<file path="src/rtl/uart_tx_fifo.sv">
// rtl/uart_tx_fifo.sv - UART transmitter fed by a small write FIFO with configurable framing
module uart_tx_fifo #(
    parameter int CLOCK_PER_BIT = 434,
    parameter int DATAWIDTH_BUS = 8,
    parameter int PARITY_MODE   = 0,
    parameter int STOP_BITS     = 1,
    parameter int FIFO_ADDR     = 2,
    parameter int STATE_SIZE    = 3
) (
    input  logic                     UART_TX_FIFO_CLOCK_50,
    input  logic                     UART_TX_FIFO_RESET_InLow,
    input  logic                     UART_TX_FIFO_newData_InHigh,
    input  logic [DATAWIDTH_BUS-1:0] UART_TX_FIFO_data_In,
    input  logic                     UART_TX_FIFO_LOCK_InHigh,
    output logic                     UART_TX_FIFO_tx_Out,
    output logic                     UART_TX_FIFO_busy_Out,
    output logic                     UART_TX_FIFO_full_Out,
    output logic                     UART_TX_FIFO_empty_Out,
    output logic [FIFO_ADDR:0]       UART_TX_FIFO_level_Out,
    output logic                     UART_TX_FIFO_overflow_Out
);

    localparam int DEPTH  = 1 << FIFO_ADDR;
    localparam int BAUD_W = (CLOCK_PER_BIT > 1) ? $clog2(CLOCK_PER_BIT) : 1;
    localparam int BIT_W  = 4;

    localparam logic [BAUD_W-1:0]  BAUD_LAST  = BAUD_W'(CLOCK_PER_BIT - 1);
    localparam logic [BIT_W-1:0]   DATA_LAST  = BIT_W'(DATAWIDTH_BUS - 1);
    localparam logic [BIT_W-1:0]   STOP_LAST  = BIT_W'(STOP_BITS - 1);
    localparam logic [FIFO_ADDR:0] LEVEL_FULL = (FIFO_ADDR + 1)'(DEPTH);

    typedef enum logic [STATE_SIZE-1:0] {
        IDLE,
        START,
        DATA,
        PARITY,
        STOP
    } state_t;

    logic                     clk;
    logic                     rst_n;
    logic [DATAWIDTH_BUS-1:0] mem [DEPTH];
    logic [FIFO_ADDR-1:0]     wr_ptr;
    logic [FIFO_ADDR-1:0]     rd_ptr;
    logic [FIFO_ADDR:0]       level;
    logic                     overflow;
    logic                     full;
    logic                     empty;
    logic                     push;
    logic                     pop;
    logic [DATAWIDTH_BUS-1:0] head;
    logic                     head_parity;
    logic                     can_start;
    logic                     bit_done;

    state_t                   state;
    state_t                   state_next;
    logic [BAUD_W-1:0]        baud_cnt;
    logic [BAUD_W-1:0]        baud_next;
    logic [BIT_W-1:0]         bit_cnt;
    logic [BIT_W-1:0]         bit_next;
    logic [DATAWIDTH_BUS-1:0] shift;
    logic [DATAWIDTH_BUS-1:0] shift_next;
    logic                     parity_bit;
    logic                     parity_next;
    logic                     tx_reg;
    logic                     tx_next;

    assign clk   = UART_TX_FIFO_CLOCK_50;
    assign rst_n = UART_TX_FIFO_RESET_InLow;

    // Occupancy is the single source of truth for full/empty; pointers just wrap.
    assign full        = (level == LEVEL_FULL);
    assign empty       = (level == '0);
    assign push        = UART_TX_FIFO_newData_InHigh && !full;
    assign head        = mem[rd_ptr];
    assign head_parity = (^head) ^ (PARITY_MODE == 2);
    assign can_start   = !empty && !UART_TX_FIFO_LOCK_InHigh;
    assign bit_done    = (baud_cnt == BAUD_LAST);

    // FIFO storage needs no reset: discarded entries are unreachable once pointers clear.
    always_ff @(posedge clk) begin
        if (push) begin
            mem[wr_ptr] <= UART_TX_FIFO_data_In;
        end
    end

    // FIFO pointers, occupancy and the sticky dropped-write flag.
    always_ff @(posedge clk or negedge rst_n) begin
        if (!rst_n) begin
            wr_ptr   <= '0;
            rd_ptr   <= '0;
            level    <= '0;
            overflow <= 1'b0;
        end else begin
            if (push) begin
                wr_ptr <= wr_ptr + FIFO_ADDR'(1);
            end
            if (pop) begin
                rd_ptr <= rd_ptr + FIFO_ADDR'(1);
            end
            case ({push, pop})
                2'b10:   level <= level + (FIFO_ADDR + 1)'(1);
                2'b01:   level <= level - (FIFO_ADDR + 1)'(1);
                default: level <= level;
            endcase
            if (UART_TX_FIFO_newData_InHigh && full) begin
                overflow <= 1'b1;
            end
        end
    end

    // Transmitter state, bit timing and the registered serial line.
    always_ff @(posedge clk or negedge rst_n) begin
        if (!rst_n) begin
            state      <= IDLE;
            baud_cnt   <= '0;
            bit_cnt    <= '0;
            shift      <= '0;
            parity_bit <= 1'b0;
            tx_reg     <= 1'b1;
        end else begin
            state      <= state_next;
            baud_cnt   <= baud_next;
            bit_cnt    <= bit_next;
            shift      <= shift_next;
            parity_bit <= parity_next;
            tx_reg     <= tx_next;
        end
    end

    // Next-state logic: tx_next is the line value for the bit period that starts on this edge.
    always_comb begin
        state_next  = state;
        baud_next   = baud_cnt;
        bit_next    = bit_cnt;
        shift_next  = shift;
        parity_next = parity_bit;
        tx_next     = tx_reg;
        pop         = 1'b0;

        case (state)
            IDLE: begin
                tx_next   = 1'b1;
                baud_next = '0;
                bit_next  = '0;
                if (can_start) begin
                    pop         = 1'b1;
                    shift_next  = head;
                    parity_next = head_parity;
                    state_next  = START;
                    tx_next     = 1'b0;
                end
            end

            START: begin
                if (bit_done) begin
                    baud_next  = '0;
                    bit_next   = '0;
                    state_next = DATA;
                    tx_next    = shift[0];
                    shift_next = {1'b0, shift[DATAWIDTH_BUS-1:1]};
                end else begin
                    baud_next = baud_cnt + BAUD_W'(1);
                end
            end

            DATA: begin
                if (bit_done) begin
                    baud_next = '0;
                    if (bit_cnt == DATA_LAST) begin
                        bit_next = '0;
                        if (PARITY_MODE != 0) begin
                            state_next = PARITY;
                            tx_next    = parity_bit;
                        end else begin
                            state_next = STOP;
                            tx_next    = 1'b1;
                        end
                    end else begin
                        bit_next   = bit_cnt + BIT_W'(1);
                        tx_next    = shift[0];
                        shift_next = {1'b0, shift[DATAWIDTH_BUS-1:1]};
                    end
                end else begin
                    baud_next = baud_cnt + BAUD_W'(1);
                end
            end

            PARITY: begin
                if (bit_done) begin
                    baud_next  = '0;
                    bit_next   = '0;
                    state_next = STOP;
                    tx_next    = 1'b1;
                end else begin
                    baud_next = baud_cnt + BAUD_W'(1);
                end
            end

            STOP: begin
                tx_next = 1'b1;
                if (bit_done) begin
                    baud_next = '0;
                    if (bit_cnt == STOP_LAST) begin
                        bit_next = '0;
                        // Chain straight into the next frame so queued words leave without a gap.
                        if (can_start) begin
                            pop         = 1'b1;
                            shift_next  = head;
                            parity_next = head_parity;
                            state_next  = START;
                            tx_next     = 1'b0;
                        end else begin
                            state_next = IDLE;
                        end
                    end else begin
                        bit_next = bit_cnt + BIT_W'(1);
                    end
                end else begin
                    baud_next = baud_cnt + BAUD_W'(1);
                end
            end

            default: begin
                state_next = IDLE;
                baud_next  = '0;
                bit_next   = '0;
                tx_next    = 1'b1;
            end
        endcase
    end

    assign UART_TX_FIFO_tx_Out       = tx_reg;
    assign UART_TX_FIFO_busy_Out     = (state != IDLE);
    assign UART_TX_FIFO_full_Out     = full;
    assign UART_TX_FIFO_empty_Out    = empty;
    assign UART_TX_FIFO_level_Out    = level;
    assign UART_TX_FIFO_overflow_Out = overflow;

endmodule

</file>
<file path="config.mk">
export PLATFORM = sky130hd
export DESIGN_NAME = uart_tx_fifo
export DESIGN_NICKNAME = d
export VERILOG_FILES = /design/src/rtl/uart_tx_fifo.sv
export SDC_FILE = /design/constraint.sdc
export NUM_CORES = 1
export LEC_CHECK = 0
export BUFFER_PORTS_ARGS = -buffer_cell sky130_fd_sc_hd__buf_4
export CORE_MARGIN = 2
export CORE_UTILIZATION = 44
export CTS_CLUSTER_SIZE = 24
export DETAILED_ROUTE_END_ITERATION = 12
export SLEW_MARGIN = 15
export SYNTH_ARGS = -nofsm -noshare
export SYNTH_HDL_FRONTEND = slang
export SYNTH_SLANG_ARGS = --single-unit
</file>
<file path="constraint.sdc">
create_clock -name UART_TX_FIFO_CLOCK_50 -period 2.9 [get_ports UART_TX_FIFO_CLOCK_50]
set_clock_uncertainty 0.2 [all_clocks]
set_input_delay 0.58 -clock UART_TX_FIFO_CLOCK_50 [delete_from_list [all_inputs] [get_ports UART_TX_FIFO_CLOCK_50]]
set_output_delay 0.58 -clock UART_TX_FIFO_CLOCK_50 [all_outputs]
set_load 0.1 [all_outputs]
</file>
Yosys cells after proc, flatten, opt, wreduce, memory -nomap -nowiden
Memory sizes are Yosys's and may differ from the RTL's. Cells that the tools add are included.

Add/subtract/negate cells: 6. $mul: 0. Div/mod/pow operators: 0. $lt $le $gt $ge: 0. Equal/unequal tests: 18. Shift-type cells: 0. Mux-type cells: 39. Bitwise operators: 0. Reductions and logical operators: 18.

Operator list (number): 8-bit two-way mux (6); 8-bit one-hot mux with 4 select lines (1); 3-bit two-way mux (7); 4-bit two-way mux (5); 9-bit two-way mux (2); 2-bit inequality test, second input constant (8); 3-bit one-hot mux with 5 select lines (1); 1-bit two-way mux (13); 4-bit one-hot mux with 3 select lines (1); 9-bit by 1-bit adder with 9-bit output, second input constant (1); 9-bit == test, second input constant (1); 7-bit AND reduction (1); 3-bit by 2-bit == test with 1-bit output, second input constant (2); 3-bit == test, second input constant (2); 3-bit zero test (2); 3-bit one-hot mux with 2 select lines (1); 3-bit AND reduction (2); 6-bit AND reduction (1); 1-bit one-hot mux with 5 select lines (1); 2-bit by 1-bit adder with 2-bit output, second input constant (2); 4-bit by 1-bit adder with 4-bit output, second input constant (1); 4-bit by 3-bit == test with 1-bit output, second input constant (1); 4-bit zero test (1); 4-bit nonzero test (1); 13 further kinds (17).

Bits in registers: 33. Latch bits: 0. Bits in writable memories: 32. Bits in read-only memories: 0. Input bits: 12. Output and inout port bits: 8. Memories: 1.

Memories: mem (depth 4, bits a word 8, read ports 1, clocked after Yosys merged registers in 0, write ports 1, line 42) `logic [DATAWIDTH_BUS-1:0] mem [DEPTH];`.

Longest topological paths before layout
Gate-level depths: netlist of run 1.

Word-level depth: 9. Gate-level depth with buffers: 11.

Worst setup path after synthesis of run 1
No wires, ideal clock.

Path kind: reg-to-reg. Start: register level[0] (netlist: UART_TX_FIFO_level_Out[0]). End: register level[2] (netlist: UART_TX_FIFO_level_Out[2]). Arrival time: 4.323 ns. Data required time: 2.538 ns. Slack: -1.786 ns. Cell stages (with the launch flop): 10. Path buffers: 0. Clock period less this slack: 4.686 ns. Cell sequence: dfrtp_1 > nor3_1 > or2_4 > a2111oi_4 > ha_1 > inv_1 > fa_1 > xor2_1 > nor2_1 > xor2_1.

Word-level cells in the longest chain between the ends: 9. Elaborated cells on any way between the ends: 16. Classes of those cells: add/sub (2); eq/ne (3); mux (5); reduce/logical (6).

Ends and longest elaborated chain: from (decl) (line 45) `logic [FIFO_ADDR:0] level;`; from (signal assigned) (line 103) `2'b10: level <= level + (FIFO_ADDR + 1)'(1);`; from (signal assigned) (line 104) `2'b01: level <= level - (FIFO_ADDR + 1)'(1);`; from (signal assigned) (line 105) `default: level <= level;`; 3-bit zero test (*) (line 74) `assign empty = (level == '0);`; via UART_TX_FIFO_empty_Out (line 18) `output logic UART_TX_FIFO_empty_Out,`; 1-bit zero test (*) (line 78) `assign can_start = !empty && !UART_TX_FIFO_LOCK_InHigh;`; 1-bit logical AND (*) (line 78); 1-bit two-way mux (*) (line 147, 208); 1-bit two-way mux (line 205) `if (bit_cnt == STOP_LAST) begin`; 1-bit two-way mux (line 203) `if (bit_done) begin`; 1-bit one-hot mux with 2 select lines (*) (line 142) `case (state)`; via pop (line 50) `logic pop;`; 2-bit by 1-bit == test with 1-bit output / 2-bit == test (equally long branches) (line 102) `case ({push, pop})`; 3-bit one-hot mux with 2 select lines / 2-bit nonzero test (equally long branches).

Mark *: on every way through the listed nets, which the timed path passes. The rest lies on a longest branch. A chain may end at the register's enable or synchronous reset.

Worst setup path after layout of run 1
Start: register bit_cnt[0]. End: register level[2] (netlist: UART_TX_FIFO_level_Out[2]).

Word-level cells in the longest chain between the ends: 6. Elaborated cells on any way between the ends: 8. Classes of those cells: eq/ne (2); mux (4); reduce/logical (2).

Ends and longest elaborated chain: from (decl) (line 60) `logic [BIT_W-1:0] bit_cnt;`; from (signal assigned) (line 125) `bit_cnt <= bit_next;`; 4-bit zero test (*) (line 205); 1-bit two-way mux (*) (line 205); 1-bit two-way mux (*) (line 203); 1-bit one-hot mux with 2 select lines (*) (line 142); via pop (line 50); 2-bit by 1-bit == test with 1-bit output / 2-bit == test (equally long branches) (line 102); 3-bit one-hot mux with 2 select lines / 2-bit nonzero test (equally long branches).

Marked as above.

==> results of run 1 <==
==> cell usage in the layout (no fill, tap or decap), types with 2 or more instances in the layout <==
| master | netlist | final |
|---|---|---|
| clkinvlp_4 | 0 | 2 |
| or3_1 | 2 | 2 |
| nand3b_1 | 2 | 2 |
| inv_6 | 0 | 2 |
| and2_1 | 5 | 5 |
| nand2_1 | 9 | 9 |
| nor2_1 | 14 | 14 |
| o21ai_1 | 1 | 2 |
| dfrtp_4 | 0 | 3 |
| inv_1 | 10 | 9 |
| a21o_1 | 4 | 4 |
| nor3_1 | 3 | 2 |
| nand2b_1 | 3 | 3 |
| clkinv_4 | 0 | 2 |
| nand3_1 | 7 | 7 |
| o21ai_0 | 11 | 10 |
| mux2_2 | 7 | 7 |
| buf_4 | 0 | 23 |
| clkbuf_8 | 0 | 9 |
| mux4_2 | 8 | 8 |
| ha_1 | 9 | 8 |
| xor2_1 | 7 | 7 |
| a21oi_1 | 3 | 3 |
| mux2_4 | 7 | 7 |
| xnor2_1 | 7 | 7 |
| edfxtp_1 | 32 | 32 |
| dfrtp_1 | 32 | 29 |
==> layer usage <==
| metal | part of all wire | up-vias | GRT usage |
|---|---|---|---|
| met5 | 0 | - | 0 |
| met4 | 0.016 | 0 | 0.0671 |
| met3 | 0.032 | 7 | 0.0559 |
| met2 | 0.45 | 20 | 0.223 |
| met1 | 0.50 | 863 | 0.221 |
| li1 | - | 837 | - |
==> power breakdown <==
group          switching (mW)  leakage [nW]  internal (mW)
Clock                   0.374        0.0839          0.315
Sequential              0.207         0.707           1.23
Combinational           0.826         0.604          0.606
Total                    1.41          1.40           2.15
==> cell families (layout without fill, tap and decap cells) <==
family,count (synthesis),in the layout
and+or+nand+nor,60,60
xor gates and xnor gates,14,14
DFF,65,65
AOI/OAI and AO/OA,27,27
buffers and inverters,19,50
muxes,22,22
adders and majority gates,10,10
==> per-stage QoR <==
step / TNS, ps / worst slack, ps / area [um2] / utilization
after global placement: 0 / 165 / 3290 / 0.487
after global routing: 0 / 21.9 / 3490 / 0.517
after floorplan: -23.0 / -23.0 / 3070 / -
after detailed placement: 0 / 62.2 / 3290 / 0.487
after CTS: 0 / 41.9 / 3480 / 0.514
final: 0 / 169 / 3490 / 0.517
==> worst min path at each step <==
stage / slack (ps) / start / depth (start not counted) / end
global placement: 240 / UART_TX_FIFO_overflow_Out / 1 / UART_TX_FIFO_overflow_Out
global route: 210 / UART_TX_FIFO_data_In[2] / 1 / mem[2][2]
floorplan: 80 / UART_TX_FIFO_RESET_InLow / 0 / UART_TX_FIFO_overflow_Out
CTS: 210 / UART_TX_FIFO_data_In[1] / 1 / mem[2][1]
finish: 230 / UART_TX_FIFO_data_In[2] / 1 / mem[2][2]
detailed placement: 250 / UART_TX_FIFO_overflow_Out / 1 / UART_TX_FIFO_overflow_Out
==> state kept, by name, summed over array words and instances, names as in the netlist, 2 cells and up <==
name	count
bit_cnt	4
shift	8
state	3
wr_ptr	2
rd_ptr	2
mem	32
baud_cnt	9
UART_TX_FIFO_level_Out	3
==> layout make-up <==
type / instances / share of cell area
Tap cell: 80 / 0.0287
Inverter: 10 / 0.0108
Sequential cell: 65 / 0.515
Clock inverter: 7 / 0.0154
Clock buffer: 9 / 0.0355
Timing Repair Buffer: 24 / 0.0523
Multi-Input combinational cell: 133 / 0.342
==> repair_timing <==
item                       in CTS  in global routing
resized for setup               0                  1
hold endpoints to repair       32                  0
setup endpoints to repair       0                  1
buffers inserted                0                  2
hold buffers                    1                  0
==> results.yml, run 1 <==
synthesis:
  yosys.area.top_type_share: 0.316
  synth_commonest_cells: "dfrtp_1, edfxtp_1, nor2_1"
  synth_top_family_by_area: "multiplexers"
  synthMuxAreaShare: 0.120
  ys_types: 47
  synthArstFlopShare: 0.508
  yosysWarnings: 0
  synth.area.top_cells: "edfxtp_1, dfrtp_1, mux4_2, ha_1, mux2_4"
  synth_top_area_cell: "edfxtp_1"
  synth_flop_cell: "edfxtp_1"
  synthesis.area_mm2: 0.00304
  synth_compound_area_frac: 0.0641
  ys_ff_latch: 65
  synth_fa_ha_area_frac: 0.0436
  syn_inst: 217
  synth_edf_count: 32
  syn_nets: 239
  syn_area_per_cell_um2: 14.0
  synthSimpleGateAreaFrac: 0.120
  yosys.area_share.xor_xnor: 0.0403
  ys_seq_area_frac: 0.587
critical_path:
  cp.depth: 11
  critPathArrivalTime_ps: 2800
  max_stage_delay_ps: 410
  cp-startpoint: "bit_cnt[0]"
  crit_slowest_cell: "dfrtp_1"
  rrSetupSlack_ps: 170
  crit_end: "UART_TX_FIFO_level_Out[2]"
  crit_fanout: 3
  crit_buf_inv: 2
  r2r-start: "bit_cnt[0]"
  crit_family: "adder cells"
  crit_type: "reg -> reg"
  worst_path_most_repeated_cell: "xor2_1"
  crit_chain: "inv_2 -> ha_1 -> nor3b_4 -> nand3_2 -> a2111oi_4 -> ha_2 -> inv_1 -> fa_1 -> xor2_1 -> nor2_1 -> xor2_1"
  cp.required_ps: 2970
  cp-end-kind: "flip-flop"
  ff2ff_path_depth: 11
  reg2reg_to: "UART_TX_FIFO_level_Out[2]"
  start_kind: "flip-flop"
layout:
  area_growth_pct: 14.7
  regArea_mm2: 0.00180
  n_fill_cell: 586
  drive_above_1_share: 0.323
  multi_input_comb_area_mm2: 0.00119
  nets: 265
  num_antenna_cells: 0
  stdcell_count: 328
grt:
  first_global_vias: 1746
  grt_max_degree: 34
  antenna_found_initial: 0
  grt_remaining_overflow: 0
  grt.total_usage: 0.158
  grt_pass1_wl_um: 8850
timing:
  slew_viol_final: 0
  clock.fmax_mhz: 366
  slew_headroom: 0.612
  hold_ws_ps: 230
  finalCriticalPeriod_ps: 2730
  hold_viol: 0
  post-route-period-util: 0.942
  rsz0062_at_grt: "no"
  tightest_slew_ps: 582
  setup_viol_count_final: 0
pwr:
  finalPower_mw: 3.56
  power_leakage_nw: 1.40
  p_per_area_mw_per_mm2: 1020
  ir_drop_uv: 624
floorplanning:
  die_w_um: 87.2
  die_area_mm2: 0.00760
  initial_core_util: 0.451
  design.core.area_mm2: 0.00676
  fp.dieH_um: 87.2
  rows: 30
  io_pins: 20
place:
  io_buffers: 19
  placedCellCount: 309
  dp_hpwl_um: 3470
  gp_congestion: 0.752
min_path:
  min_path_type: "in -> reg"
clock_network:
  h-tree-depth: 3
  clockBufferDepth: 2
  cts_made_buffers: 9
  clk_latency_ps: 350
  clkTransAtPathRegs_ps: 80
  clock_sinks: 65
  cts_root_buf: "clkbuf_8"
  cts_tree: "built"
route:
  first_iter_violations: 55
  wl_per_cell_um: 15.8
  drtAntennaViolNets: 0
  via_per_inst: 5.27
  vias: 1727
  drt_wl_total_um: 5180
  first_pass_iters: 4
  route.detailed.drc: 0
run:
  maxCapViolCount: 0
outcome:
  status: "complete, no violations"
No activity file was read; power rests on OpenSTA's default activity.
==> run 2, diff against run 1 <==
--- a/config.mk
+++ b/config.mk
@@ -5,6 +5,7 @@
 export SDC_FILE = /design/constraint.sdc
 export NUM_CORES = 1
 export LEC_CHECK = 0
+export ABC_AREA = 1
 export BUFFER_PORTS_ARGS = -buffer_cell sky130_fd_sc_hd__buf_4
 export CORE_MARGIN = 2
 export CORE_UTILIZATION = 44
==> constraint.sdc (replaced) <==
create_clock -name UART_TX_FIFO_CLOCK_50 -period 2.9 [get_ports UART_TX_FIFO_CLOCK_50]
set_clock_uncertainty 0.2 [all_clocks]
set_input_delay 0.145 -clock UART_TX_FIFO_CLOCK_50 [delete_from_list [all_inputs] [get_ports UART_TX_FIFO_CLOCK_50]]
set_output_delay 0.145 -clock UART_TX_FIFO_CLOCK_50 [all_outputs]
set_load 0.1 [all_outputs]
==> run 2 against run 1 <==
Fmax grew 2.7%. Worst setup slack improved by 71 ps. Final area grew 9.0%. Sequential cell count is the same. Power up 15%. Global-route usage rose by 0.58 points. Critical endpoint unchanged. Largest cell class unchanged.
==> results.yml, run 2 <==
pwr:
  p_per_area_mw_per_mm2: 1070
  p_comb_frac: 0.465
  internal-power_mw: 2.22
  clkPwrFrac: 0.197
  power_leakage_nw: 1.75
  finalPower_mw: 4.09
  seq_power_share: 0.338
  switchingPower_mw: 1.87
  ir_drop_uv: 555
  switching_share: 0.458
synthesis:
  syn_area_per_cell_um2: 9.33
  synthesis.area_mm2: 0.00318
  synth_edf_count: 32
  syn_inst: 341
  ys_ff_latch: 65
  synth.area.top_cells: "edfxtp_1, dfrtp_1, nand2_1, nand3_1, inv_1"
  yosysWarnings: 0
  yosys.area.top_type_share: 0.302
  ys_types: 34
  yosys.cell_count.top_type: "nand2_1"
  synth_flop_cell: "edfxtp_1"
  synth_commonest_cells: "nand2_1, inv_1, dfrtp_1, edfxtp_1"
  ys_seq_area_frac: 0.562
  synthArstFlopShare: 0.508
  synth_top_area_cell: "edfxtp_1"
  syn_nets: 363
timing:
  setup_viol_count_final: 0
  slew_viol_final: 0
  rsz0062_at_grt: "no"
  hold_viol: 0
  post-route-period-util: 0.918
  hold_ws_ps: 65.2
  slew_headroom: 0.479
  clock.fmax_mhz: 376
  finalCriticalPeriod_ps: 2660
  tightest_slew_ps: 778
  postLayoutSetupSlackWorst_ps: 239
  fin_tns_setup_ps: 0
critical_path:
  ff2ff_path_depth: 14
  cp-end-kind: "flip-flop"
  crit_slowest_cell: "dfrtp_1"
  rrSetupSlack_ps: 240
  r2r-start: "bit_cnt[0]"
  start_kind: "flip-flop"
  crit_type: "reg -> reg"
  cp.required_ps: 2930
  reg2reg_to: "UART_TX_FIFO_level_Out[2]"
  max_stage_delay_ps: 410
  worst_path_most_repeated_cell: "inv_1"
  crit_chain: "inv_1 -> ha_1 -> nand2_1 -> nor2_2 -> inv_1 -> o21ai_1 -> nand2_1 -> inv_1 -> ha_4 -> inv_2 -> fa_2 -> a21oi_1 -> o21ai_1 -> xor2_1"
  crit_fanout: 5
  critPathArrivalTime_ps: 2690
clock_network:
  clk_latency_ps: 350
  cts_root_buf: "clkbuf_8"
  clkTransAtPathRegs_ps: 80
  post_cts_buffers: 0
  h-tree-depth: 3
  cts_made_buffers: 9
  clockBufferDepth: 2
  clock_sinks: 65
  cts_tree: "built"
place:
  gp_congestion: 0.866
  dp_hpwl_um: 3800
  placedCellCount: 455
  io_buffers: 19
  place_area_mm2: 0.00350
  dp_slack_ps: 194
layout:
  most-common-layout-cells: "nand2_1, inv_1, edfxtp_1, dfrtp_1, nand3_1"
  drive_above_1_share: 0.192
  nets: 402
  stdcell_count: 481
  utilization: 0.551
  area_growth_pct: 19.6
  n_fill_cell: 651
  final_common_cell: "nand2_1"
  largest-register: "mem"
  largest_register_ffs: 32
  top_regs: "mem (32), baud_cnt (9), shift (8)"
  num_antenna_cells: 0
  design_area_mm2: 0.00381
route:
  via_per_inst: 4.71
  first_pass_iters: 4
  drt_wl_total_um: 5690
  wl_per_cell_um: 11.8
  vias: 2265
  first_iter_violations: 93
  route.detailed.drc: 0
  drtAntennaViolNets: 0
grt:
  antenna_found_initial: 0
  grt.total_usage: 0.163
  grt_remaining_overflow: 0
  met3_usage: 0.0443
  grt_busiest_layer: "met2"
  use_met1: 0.202
  first_global_vias: 2210
  use_met2: 0.282
  grt_pass1_wl_um: 9880
  grt_max_degree: 34
min_path:
  min_path_type: "in -> async"
floorplanning:
  initial_core_util: 0.461
  fp.dieH_um: 89.0
  io_pins: 20
  die_area_mm2: 0.00793
  rows: 30
  design.core.area_mm2: 0.00691
  die_w_um: 89.0
run:
  maxCapViolCount: 0
outcome:
  status: "complete, no violations"
-- run 2: changes by cell type after synthesis, moves of 8 or more --
cell | before | now
nand2_1 | 9 | 104
inv_1 | 10 | 35
nand3_1 | 7 | 27
nor2_1 | 14 | 27
a21oi_1 | 3 | 11
mux4_2 | 8 | 0
-- run 2: cell type report --
type	instances	area, um2	area share
clock buffer	9	124	0.0325
inverter	40	153	0.0401
sequential	65	1800	0.472
timing repair buffer	34	280	0.0736
clock inverter	7	83.8	0.0220
tap	96	120	0.0316
multi-input combinational	230	1250	0.328
-- run 2: cells by family after synthesis --
group / Yosys count / synth area share
AO/OA/AOI/OAI: 36 / 0.0621
XOR/XNOR: 5 / 0.0138
adder cells (fa/ha/maj): 10 / 0.0417
buffers and inverters: 46 / 0.0570
flip-flops: 65 / 0.562
AND/OR/NAND/NOR: 179 / 0.263
-- run 2: worst max-delay path: cells and delay by family (launching register included) --
family / cells / cell delay (ps)
AO/OA/AOI/OAI: 3 / 400
AND/OR/NAND/NOR: 3 / 370
buffers and inverters: 4 / 380
adder cells (fa/ha/maj): 3 / 650
XOR/XNOR: 1 / 140
flip-flops: 1 / 410
-- run 2: worst max path at each step --
stage	startpoint	to	slack [ps]	cells past startpoint
4_1_cts	bit_cnt[0]	UART_TX_FIFO_level_Out[2]	170	14
3_5_place_dp	bit_cnt[0]	UART_TX_FIFO_level_Out[2]	190	14
5_1_grt	bit_cnt[0]	UART_TX_FIFO_level_Out[2]	6	14
2_1_floorplan	UART_TX_FIFO_level_Out[2]	UART_TX_FIFO_level_Out[2]	-30	10
6_report	bit_cnt[0]	UART_TX_FIFO_level_Out[2]	240	14
3_3_place_gp	bit_cnt[0]	UART_TX_FIFO_level_Out[2]	260	14
-- run 2: power groups by stage --
stage               Clock (mW)  Sequential [mW]  Combinational (mW)
global placement             0             1.39                1.88
finish                   0.806             1.38                1.90
global route             0.864             1.41                2.14
floorplan                    0             1.61                1.30
CTS                      0.829             1.38                1.93
detailed placement           0             1.40                1.91
-- run 2: timing repair --
item	in CTS	in global routing
hold buffers	10	0
resized for setup	0	1
endpoints found under the setup margin	0	1
endpoints found under the hold margin	68	0
-- run 2: per-layer routing --
metal  vias to the layer above  part of all wire  wire length, um
met5                         -                 0                0
met4                         0             0.011               64
met3                         6             0.025              144
met2                        24              0.49             2790
met1                      1055              0.47             2690
li1                       1180                 -                -
